**config.mk**
```make
export PLATFORM = sky130hd
export DESIGN_NAME = key_pulse_conditioner
export DESIGN_NICKNAME = d
export VERILOG_FILES = /design/src/rtl/gn_pkg.sv /design/src/rtl/key_debounce.sv /design/src/rtl/key_pulse_conditioner.sv
export SDC_FILE = /design/constraint.sdc
export NUM_CORES = 1
export LEC_CHECK = 0
export CELL_PAD_IN_SITES_DETAIL_PLACEMENT = 0
export CELL_PAD_IN_SITES_GLOBAL_PLACEMENT = 2
export CORE_ASPECT_RATIO = 1.25
export CORE_MARGIN = 2
export CORE_UTILIZATION = 35
export CTS_BUF_LIST = sky130_fd_sc_hd__clkbuf_4 sky130_fd_sc_hd__clkbuf_8
export CTS_CLUSTER_DIAMETER = 30
export DETAILED_ROUTE_END_ITERATION = 16
export GPL_ROUTABILITY_DRIVEN = 0
export PLACE_DENSITY_LB_ADDON = 0.15
export SYNTH_ARGS = -nofsm -noshare
export SYNTH_HDL_FRONTEND = slang
export SYNTH_SLANG_ARGS = --single-unit
```
**constraint.sdc**
```tcl
create_clock -name clk -period 1.9 [get_ports clk]
set_input_delay 0.57 -clock clk [delete_from_list [all_inputs] [get_ports clk]]
set_output_delay 0.57 -clock clk [all_outputs]
set_load 0.01 [all_outputs]
```
**src/rtl/gn_pkg.sv**
```systemverilog
// Shared definitions for the guess-number game: key indices, FSM encoding
// and small key-vector helpers used by the input stage and digit-entry block.
package gn_pkg;

    localparam int N_KEYS    = 5;
    localparam int KEY_I1    = 0;
    localparam int KEY_I2    = 1;
    localparam int KEY_I3    = 2;
    localparam int KEY_I4    = 3;
    localparam int KEY_ENTER = 4;

    localparam logic [0:0] ST_IDLE = 1'b0;
    localparam logic [0:0] ST_HELD = 1'b1;

    // Index of the lowest set bit; 0 when no bit is set.
    function automatic logic [2:0] lowest_key(input logic [N_KEYS-1:0] keys);
        logic [2:0] idx;
        idx = 3'd0;
        for (int i = N_KEYS - 1; i >= 0; i--) begin
            if (keys[i]) begin
                idx = 3'(i);
            end
        end
        return idx;
    endfunction

    function automatic logic [N_KEYS-1:0] key_onehot(input logic [2:0] idx);
        logic [N_KEYS-1:0] one;
        one = {{(N_KEYS-1){1'b0}}, 1'b1};
        return one << idx;
    endfunction

endpackage

```
**src/rtl/key_debounce.sv**
```systemverilog
// One button: two-flop synchroniser followed by a stable-count debouncer
// that only commits a new level after DEBOUNCE_CNT unchanged cycles.
module key_debounce #(
    parameter int DEBOUNCE_CNT = 250000,
    parameter int CNT_W        = 18
) (
    input  logic clk,
    input  logic reset,
    input  logic btn_raw,
    output logic level
);

    localparam logic [CNT_W-1:0] CNT_MAX = CNT_W'(DEBOUNCE_CNT - 1);

    logic             s1;
    logic             s2;
    logic [CNT_W-1:0] cnt;

    // Any disagreement shorter than the full count restarts from zero, so the cap is the only exit.
    always_ff @(posedge clk) begin
        if (reset) begin
            s1    <= 1'b0;
            s2    <= 1'b0;
            cnt   <= '0;
            level <= 1'b0;
        end else begin
            s1 <= btn_raw;
            s2 <= s1;
            if (s2 == level) begin
                cnt <= '0;
            end else if (cnt == CNT_MAX) begin
                level <= s2;
                cnt   <= '0;
            end else begin
                cnt <= cnt + 1'b1;
            end
        end
    end

endmodule

```
**src/rtl/key_pulse_conditioner.sv**
```systemverilog
// Debounces the five game buttons and emits one single-cycle pulse per accepted
// press, allowing only one key to be owned at a time.
module key_pulse_conditioner
    import gn_pkg::*;
#(
    parameter int DEBOUNCE_CNT = 250000,
    parameter int CNT_W        = 18
) (
    input  logic              clk,
    input  logic              reset,
    input  logic [N_KEYS-1:0] btn_raw,
    input  logic              clr_collision,
    output logic [N_KEYS-1:0] key_pulse,
    output logic [2:0]        key_code,
    output logic [N_KEYS-1:0] key_level,
    output logic              busy,
    output logic              collision
);

    logic [N_KEYS-1:0] level_d;
    logic [N_KEYS-1:0] rise;
    logic [N_KEYS-1:0] accept;
    logic [N_KEYS-1:0] drop;
    logic [2:0]        win_idx;
    logic [0:0]        state;
    logic [2:0]        owner;
    logic              owner_level;

    for (genvar k = 0; k < N_KEYS; k++) begin : g_key
        key_debounce #(
            .DEBOUNCE_CNT (DEBOUNCE_CNT),
            .CNT_W        (CNT_W)
        ) u_debounce (
            .clk     (clk),
            .reset   (reset),
            .btn_raw (btn_raw[k]),
            .level   (key_level[k])
        );
    end

    always_ff @(posedge clk) begin
        if (reset) begin
            level_d <= '0;
        end else begin
            level_d <= key_level;
        end
    end

    assign rise        = key_level & ~level_d;
    assign win_idx     = lowest_key(rise);
    assign owner_level = |(key_level & key_onehot(owner));
    assign busy        = (state == ST_HELD);

    // In IDLE the lowest rising key wins; every other rise is dropped and flagged.
    always_comb begin
        accept = '0;
        drop   = '0;
        if (state == ST_IDLE) begin
            if (|rise) begin
                accept = key_onehot(win_idx);
            end
            drop = rise & ~accept;
        end else begin
            drop = rise;
        end
    end

    always_ff @(posedge clk) begin
        if (reset) begin
            state     <= ST_IDLE;
            owner     <= 3'd0;
            key_pulse <= '0;
            key_code  <= 3'd0;
            collision <= 1'b0;
        end else begin
            key_pulse <= accept;
            key_code  <= (|accept) ? win_idx : 3'd0;

            if (|drop) begin
                collision <= 1'b1;
            end else if (clr_collision) begin
                collision <= 1'b0;
            end

            case (state)
                ST_IDLE: begin
                    if (|accept) begin
                        state <= ST_HELD;
                        owner <= win_idx;
                    end
                end
                default: begin
                    if (!owner_level) begin
                        state <= ST_IDLE;
                    end
                end
            endcase
        end
    end

endmodule

```
==> results_dict.tcl <==
set metrics [dict create \
    antenna_found_initial 0 \
    ir_worst_vdd_mv 0.3735 \
    vias 4235 \
    required_ns 2.24 \
    hpwl_microns 8128 \
    worst-setup-path-type "reg2reg" \
    viasPerCell 4.902 \
    clock-sinks 123 \
    cp_max_fo 17 \
    io_buffers 22 \
    p_int_mw 4.195 \
    p_leak_nw 2.180 \
    end_kind "register" \
    synthFlopType "dfxtp_1" \
    ctsLongestPathBuffers 2 \
    grt_max_degree 19 \
    wl_per_cell_microns 12.88 \
    synth_nets 608 \
    rsz0062_at_grt "yes" \
    hold_class "reg2reg" \
    netlist_area_sq_um 5271 \
    layout_commonest_cell "dfxtp_1" \
    cts_tree "yes" \
    fin_nets 682 \
    hold_violations 0 \
    worst_pin_slew_ns 0.5089 \
    numCtsBuffers 17 \
    die_area_sq_um 16060 \
    synth_cell_types 49 \
    power_mw 5.277 \
    cp_data_arrival_time_ns 2.21 \
    areaGrowthSynthToFinish_pct 23.90 \
    whs_ns 0.4436 \
    power_frac_seq_pct 49.2 \
    status "finished, final reports clean" \
    drv_slew 0 \
    max_slew_margin_pct 65.59 \
    p_sw_share_pct 20.49 \
    grt_first_pass_wirelength_microns 19520 \
    grt.overflow.total 0 \
    fin_tns_setup_ns 0 \
    timing.final.crit_share_pct 98.55 \
    ys_seq_area_share_pct 46.71 \
    diodes 0 \
    clockPowerShare_pct 49.1 \
    ctsHoldBuffers 0 \
    insertion_delay_ns 0.44 \
    finClkSkew_ns 0.008477 \
    drc 0 \
    ios 23 \
    synth_edf_count 0 \
    start_util_pct 35.55 \
    die_h_microns 141.2 \
    fin_crit_ns 1.872 \
    start_kind "register" \
    drive_above_1_share_pct 15.54 \
    clk_pin_slew_ns 0.07 \
    layout_common_cells "dfxtp_1 (119), nor2_1 (104), xnor2_1 (64), buf_4 (50)" \
    cts_setup_buffers 0 \
    fp-row-count 50 \
    cts-root-buf "clkbuf_8" \
    cts_max_level 4 \
    combPwrFrac_pct 1.6 \
    synth_warnings 0 \
    fp.dieW_microns 113.8 \
    final-setup-viol-count 0 \
    finish.utilization_pct 44.05 \
    grt_usage_pct 15.24 \
    first_pass_iters 5 \
    coreArea_sq_um 14830 \
    syn_inst 595 \
    postRouteAntennaNets 0 \
    wl_microns 11130 \
    grt_pass1_vias 4190 \
    p_per_area_nw_per_um2 807.9 \
    async_flop_share_pct 0 \
    dr.first_iter.drc_count 249 \
    synth_seq_cells 123 \
    maxCapViolCount 0 \
    synth.avg_cell_area_sq_um 8.859 \
    fmax_mhz 534.1 \
    switching_power_mw 1.081 \
]
-- through the flow --
stage | area (sq um) | setup WS, ns | instances
floorplan | 5273 | 0.00003964 | 595
global placement | 6051 | 0.03996 | 832
detailed placement | 6051 | 0.01716 | 832
CTS | 6496 | 0.003951 | 864
global route | 6531 | -0.01920 | 864
finish | 6531 | 0.02757 | 864
-- cells in the mapped netlist, drive strengths merged (3+ instances only) --
library cell / count / share of area [%]
xnor2: 64 / 11
nor2b: 23 / 2.7
clkbuf: 12 / 0.88
nor2: 104 / 7.4
a21oi: 12 / 1.1
o21ai: 15 / 1.7
buf: 8 / 1.1
or4: 7 / 1.1
inv: 23 / 1.6
o41ai: 3 / 0.50
dfxtp: 123 / 47
nand2b: 8 / 0.95
nor4: 29 / 3.4
and3: 4 / 0.47
nand4: 29 / 3.7
or3: 6 / 0.71
nor4b: 3 / 0.50
xor2: 12 / 2.0
nand3: 28 / 2.7
nand2: 24 / 1.7
ha: 5 / 1.2
and4: 3 / 0.50
nor3: 25 / 2.4
-- power groups by stage --
stage / clock (mW) / combinational (mW) / sequential, mW
after CTS: 2.68 / 0.0875 / 2.60
after detailed placement: 0 / 0.0873 / 2.66
final: 2.59 / 0.0862 / 2.60
after global placement: 0 / 0.0869 / 2.66
after global routing: 2.83 / 0.0955 / 2.60
after floorplan: 0 / 0.0432 / 2.65
-- final cells by class --
class	count	area, sq um
Sequential cell	123	2467
Clock buffer	21	289.0
Multi-Input combinational cell	429	2643
Tap cell	182	227.7
Timing Repair Buffer	75	653.1
Fill cell	1491	8295
Clock inverter	11	165.2
Inverter	23	86.33
-- timing repair --
| item | CTS | global route |
|---|---|---|
| gates resized for setup | 14 | 9 |
| setup endpoints to repair | 11 | 24 |
| pin swaps | 1 | 1 |
-- state kept, by name, indices dropped and copies added (netlist names) --
| signal | cells |
|---|---|
| owner | 3 |
| g_key.u_debounce.s1 | 5 |
| busy | 1 |
| g_key.u_debounce.level | 5 |
| key_pulse | 5 |
| g_key.u_debounce.cnt | 90 |
| g_key.u_debounce.s2 | 5 |
| level_d | 5 |
| collision | 1 |
| key_code | 3 |
-- per-layer routing --
layer	vias to the layer above	global-route usage [%]	wire length, microns
met1	1960	18.77	5336
met5	-	0	0
met3	20	4.213	322
met2	41	24.52	5216
li1	2214	-	-
met4	0	7.381	254
-- worst max-delay path, stage by stage (launching register included) --
cell	delay, ns
dfxtp_2	0.32
or4_4	0.52
or4_4	0.55
o21ai_4	0.16
buf_12	0.16
nor2_1	0.06
-- logic make-up after synthesis --
kind of cell	after synthesis	synth area share (%)
simple gates	303	29.79
mux	2	0.6408
fa+ha+maj	5	1.187
buf+inv	43	3.632
compound gates	43	5.412
xor+xnor	76	12.63
flops	123	46.71
-- worst paths after layout --
kind | from | endpoint | slack, ns | depth (start not counted)
setup / recovery | g_key[3].u_debounce.cnt[13] | g_key[3].u_debounce.cnt[5] | 0.03 | 5
hold / removal | g_key[3].u_debounce.s1 | g_key[3].u_debounce.s2 | 0.44 | 1
setup reg to reg | g_key[3].u_debounce.cnt[13] | g_key[3].u_debounce.cnt[5] | 0.03 | 5
hold reg to reg | g_key[3].u_debounce.s1 | g_key[3].u_debounce.s2 | 0.44 | 1
Power figures use the tool's default switching activity.
